==> src/rtl/tick_seq_pkg.sv <==
// Shared types and default sizing for the tick sequencer slice.
package tick_seq_pkg;

    localparam int unsigned DEF_CNT_W   = 26;
    localparam int unsigned DEF_BURST_W = 8;
    localparam int unsigned DEF_DIV     = 12500000;

    typedef enum logic [1:0] {
        IDLE,
        RUN,
        FINISH
    } state_t;

endpackage

==> src/rtl/rate_counter.sv <==
// Free-running divider counter: flags when it reaches limit, then wraps to zero.
module rate_counter
    import tick_seq_pkg::*;
#(
    parameter int unsigned CNT_W = DEF_CNT_W
) (
    input  logic             clk_in,
    input  logic             rst,
    input  logic             clr,
    input  logic             en,
    input  logic [CNT_W-1:0] limit,
    output logic             term
);

    logic [CNT_W-1:0] count;

    assign term = (count == limit);

    always_ff @(posedge clk_in) begin
        if (rst || clr) begin
            count <= '0;
        end else if (en) begin
            count <= term ? '0 : count + CNT_W'(1);
        end
    end

endmodule

==> src/rtl/tick_sequencer.sv <==
// Programmable tick controller: configurable divisor and burst length, run/stop
// control, registered tick enable, divided square wave and burst-done pulse.
module tick_sequencer
    import tick_seq_pkg::*;
#(
    parameter int unsigned CNT_W       = DEF_CNT_W,
    parameter int unsigned BURST_W     = DEF_BURST_W,
    parameter int unsigned DEFAULT_DIV = DEF_DIV
) (
    input  logic               clk_in,
    input  logic               rst,
    input  logic               cfg_valid,
    output logic               cfg_ready,
    input  logic [CNT_W-1:0]   cfg_div,
    input  logic [BURST_W-1:0] cfg_burst,
    input  logic               start,
    input  logic               stop,
    output logic               tick,
    output logic               clk_out,
    output logic               busy,
    output logic               done,
    output logic [BURST_W-1:0] tick_count
);

    state_t             state, state_n;
    logic [CNT_W-1:0]   div_reg, div_n;
    logic [BURST_W-1:0] burst_reg, burst_n;
    logic [BURST_W-1:0] count_n;
    logic               tick_n, done_n, clk_out_n;
    logic               term;
    logic               cnt_clr, cnt_en;

    assign cfg_ready = (state == IDLE);
    assign busy      = (state == RUN) || (state == FINISH);

    // Counter is held at zero outside RUN so a start always begins a full period.
    assign cnt_clr = (state != RUN) || stop;
    assign cnt_en  = (state == RUN);

    rate_counter #(
        .CNT_W (CNT_W)
    ) u_rate_counter (
        .clk_in (clk_in),
        .rst    (rst),
        .clr    (cnt_clr),
        .en     (cnt_en),
        .limit  (div_reg),
        .term   (term)
    );

    always_comb begin
        state_n   = state;
        div_n     = div_reg;
        burst_n   = burst_reg;
        count_n   = tick_count;
        tick_n    = 1'b0;
        done_n    = 1'b0;
        clk_out_n = clk_out;
        unique case (state)
            IDLE: begin
                if (cfg_valid) begin
                    div_n   = cfg_div;
                    burst_n = cfg_burst;
                end
                if (start && !stop) begin
                    state_n = RUN;
                    count_n = '0;
                end
            end
            RUN: begin
                if (stop) begin
                    state_n   = IDLE;
                    clk_out_n = 1'b0;
                end else if (term) begin
                    tick_n    = 1'b1;
                    clk_out_n = ~clk_out;
                    count_n   = tick_count + BURST_W'(1);
                    if ((burst_reg != '0) && (count_n == burst_reg)) begin
                        state_n = FINISH;
                        done_n  = 1'b1;
                    end
                end
            end
            FINISH: begin
                state_n   = IDLE;
                clk_out_n = 1'b0;
            end
            default: begin
                state_n   = IDLE;
                clk_out_n = 1'b0;
            end
        endcase
    end

    always_ff @(posedge clk_in) begin
        if (rst) begin
            state      <= IDLE;
            div_reg    <= CNT_W'(DEFAULT_DIV);
            burst_reg  <= '0;
            tick_count <= '0;
            tick       <= 1'b0;
            done       <= 1'b0;
            clk_out    <= 1'b0;
        end else begin
            state      <= state_n;
            div_reg    <= div_n;
            burst_reg  <= burst_n;
            tick_count <= count_n;
            tick       <= tick_n;
            done       <= done_n;
            clk_out    <= clk_out_n;
        end
    end

endmodule
==> config.mk <==
export PLATFORM = sky130hd
export DESIGN_NAME = tick_sequencer
export DESIGN_NICKNAME = d
export VERILOG_FILES = /design/src/rtl/tick_seq_pkg.sv /design/src/rtl/rate_counter.sv /design/src/rtl/tick_sequencer.sv
export SDC_FILE = /design/constraint.sdc
export NUM_CORES = 1
export LEC_CHECK = 0
export BUFFER_PORTS_ARGS = -buffer_cell sky130_fd_sc_hd__clkbuf_2
export CORE_AREA = 2 2 95 134
export DETAILED_ROUTE_END_ITERATION = 7
export DIE_AREA = 0 0 97 136
export MAX_ROUTING_LAYER = met4
export REMOVE_ABC_BUFFERS = 1
export SYNTH_ARGS = -nofsm -noshare
export SYNTH_HDL_FRONTEND = slang
export SYNTH_SLANG_ARGS = --single-unit
==> constraint.sdc <==
create_clock -name clk_in -period 2.7 [get_ports clk_in]
set_input_delay 0.27 -clock clk_in [delete_from_list [all_inputs] [get_ports clk_in]]
set_output_delay 0.27 -clock clk_in [all_outputs]
set_load 0.05 [all_outputs]
==> results_dict.tcl <==
set metrics [dict create \
    status "finished clean" \
    antenna_cells 0 \
    max-clock-path-buffers 2 \
    ys_top_cells_by_area "dfxtp_1 41%, xor2_1 11%, nand2_1 9.9%" \
    initial_utilization 0.293 \
    syn_avg_cell_area_um2 7.99 \
    grt_use_total 0.141 \
    dpl.hpwl_mm 6.46 \
    die_x_um 97 \
    intPower_mw 1.99 \
    use_met1 0.144 \
    layout-drive-gt1-share 0.159 \
    path_clk_slew_ps 60 \
    finalPower_mw 2.58 \
    netlist.area_leader.share 0.414 \
    vias 3117 \
    tightest_slew_ps 622 \
    cts_tree "done" \
    p_switching_mw 0.582 \
    finClkSkew_ps 5.48 \
    yosys.area.top_type "dfxtp_1" \
    rows 48 \
    ios 52 \
    ys_seq_area_frac 0.414 \
    rsz0062_at_grt "no" \
    hold_path.class "in -> reg" \
    max_clock_freq_ghz 0.397 \
    leakage_nw 1.71 \
    area_delta_synth_final_pct 19.7 \
    post_drt_wl_per_cell_um 13.7 \
    drc_errors 0 \
    die_h_um 136 \
    core-area_um2 12100 \
    grt_use_met2 0.253 \
    arrival_ps 2740 \
    maxCapViolations 0 \
    worst-path-max-fanout 8 \
    drt_pass1_iterations 4 \
    synth_cell_types 47 \
    min_period_over_period 0.933 \
    seq_power_share 0.445 \
    grt_pass1_vias 3071 \
    combPwrFrac 0.084 \
    yosys_warnings 0 \
    h-tree-depth 3 \
    stdcell_count 641 \
    grt-ovfl-total 0 \
    nets 529 \
    antenna_found_initial 0 \
    timing_hold_violations_final 0 \
    p_clk_frac 0.471 \
    ys_ff_latch 73 \
    final_max_slew_viol_count 0 \
    synth_cells 442 \
    grt_busiest_layer "met2" \
    gp_congestion 0.859 \
    clock_sinks 73 \
    gr-usage-met3 0.0308 \
    viasPerCell 4.86 \
    nFillCells 1269 \
    ir_drop_v 0.000286 \
    ant_nets 0 \
    routed_wl_mm 8.77 \
    setup-violations-final 0 \
    slew_headroom 0.582 \
    power.density_nw_per_um2 609 \
    worstPathRequired_ps 2920 \
    r2r_slack_ps 180 \
    dieArea_um2 13200 \
    endpoint_kind "flop" \
    clk_latency_ps 330 \
    first_iter_violations 155 \
    dpl.cell_count 625 \
    syn_area_um2 3530 \
    path_class "reg -> reg" \
    portBuffers 51 \
    swShare 0.226 \
    root_buffer "clkbuf_16" \
    async_flop_share 0 \
    cts_made_buffers 9 \
    grt_pass1_wl_mm 14.4 \
    critPathLaunchType "flop" \
    synth_flop_cell "dfxtp_1" \
    hold_buffers 0 \
    grt_max_degree 35 \
    synth-edff-count 0 \
    period_minus_slack_ps 2520 \
]
## critical path, stage by stage, from the launching register on
cell	delay [ps]
dfxtp_1	450
ha_1	250
nand3_1	250
xnor2_1	220
a2111oi_1	420
and4bb_2	370
nand2_1	90
o311a_1	350
## per-layer routing
metal / vias up / share of wire
li1: 1580 / -
met1: 1442 / 0.42
met2: 73 / 0.51
met3: 22 / 0.041
met4: 0 / 0.029
met5: - / 0
## cell families after synthesis
| group | Yosys count | synth area share |
|---|---|---|
| AO/OA/AOI/OAI | 53 | 0.0953 |
| flip-flops | 73 | 0.414 |
| multiplexers | 3 | 0.00885 |
| XOR/XNOR | 55 | 0.136 |
| adder cells (fa/ha/maj) | 4 | 0.0142 |
| AND/OR/NAND/NOR | 218 | 0.288 |
| buffers and inverters | 36 | 0.0443 |
## power by group through the flow
stage | clock, mW | sequential [mW] | combinational (mW)
2_1_floorplan | 0 | 1.16 | 0.134
3_3_place_gp | 0 | 1.17 | 0.216
3_5_place_dp | 0 | 1.17 | 0.219
4_1_cts | 1.24 | 1.15 | 0.220
5_1_grt | 1.29 | 1.15 | 0.244
6_report | 1.21 | 1.15 | 0.216
## area by class of cell
class / instances / area (um2) / share of cell area
Multi-Input combinational cell: 333 / 1920 / 0.453
Sequential cell: 73 / 1460 / 0.346
Timing Repair Buffer: 59 / 315 / 0.0746
Clock buffer: 14 / 274 / 0.0648
Tap cell: 150 / 188 / 0.0444
Inverter: 10 / 37.5 / 0.00888
Clock inverter: 2 / 35.0 / 0.00828
## what timing repair did
| item | 4_1_cts | 5_1_grt |
|---|---|---|
| endpoints found under the hold margin | 0 | 0 |
| cloned | 0 | 0 |
| resized for setup | 1 | 1 |
| buffers inserted | 0 | 0 |
| endpoints found under the setup margin | 1 | 1 |
## Yosys cell counts, types with 6 or more instances
| library cell | n |
|---|---|
| nand2_1 | 93 |
| nor2_1 | 40 |
| xor2_1 | 43 |
| dfxtp_1 | 73 |
| xnor2_1 | 12 |
| inv_1 | 10 |
| nand3_1 | 30 |
| clkbuf_1 | 16 |
| nand4_1 | 8 |
| and3_1 | 7 |
| nor4_1 | 10 |
| a21oi_1 | 27 |
| nor3_1 | 6 |
## cell usage in the layout, fill, tap and decap left out, types with 4 or more instances in the layout
master,n
a21oi_1,27
and3_1,7
buf_4,8
clkbuf_16,9
clkbuf_2,51
dfxtp_1,72
ha_1,4
inv_1,10
nand2_1,93
nand3_1,30
nand4_1,8
nor2_1,40
nor3_1,6
nor4_1,10
or3_1,5
xnor2_1,12
xor2_1,43
## metrics by stage
stage | setup slack [ps] | TNS, ps | hold WS, ps | util | cell area, um2
CTS | 86.3 | 0 | 139 | 0.350 | 4230
floorplan | 204 | 0 | 339 | - | 3410
finish | 180 | 0 | 147 | 0.350 | 4230
global placement | -28.8 | -28.8 | 459 | 0.325 | 3920
detailed placement | -2.39 | -2.39 | 462 | 0.325 | 3920
global route | 120 | 0 | 146 | 0.350 | 4230
## path summary, 6_finish.rpt
| kind | from | end | depth (start not counted) |
|---|---|---|---|
| max | tick_count[1] | state[0] | 7 |
| max reg2reg | tick_count[1] | state[0] | 7 |
| min reg2reg | div_reg[7] | div_reg[7] | 2 |
| min | cfg_div[15] | div_reg[15] | 3 |
No activity file was read; power rests on OpenSTA's default activity.
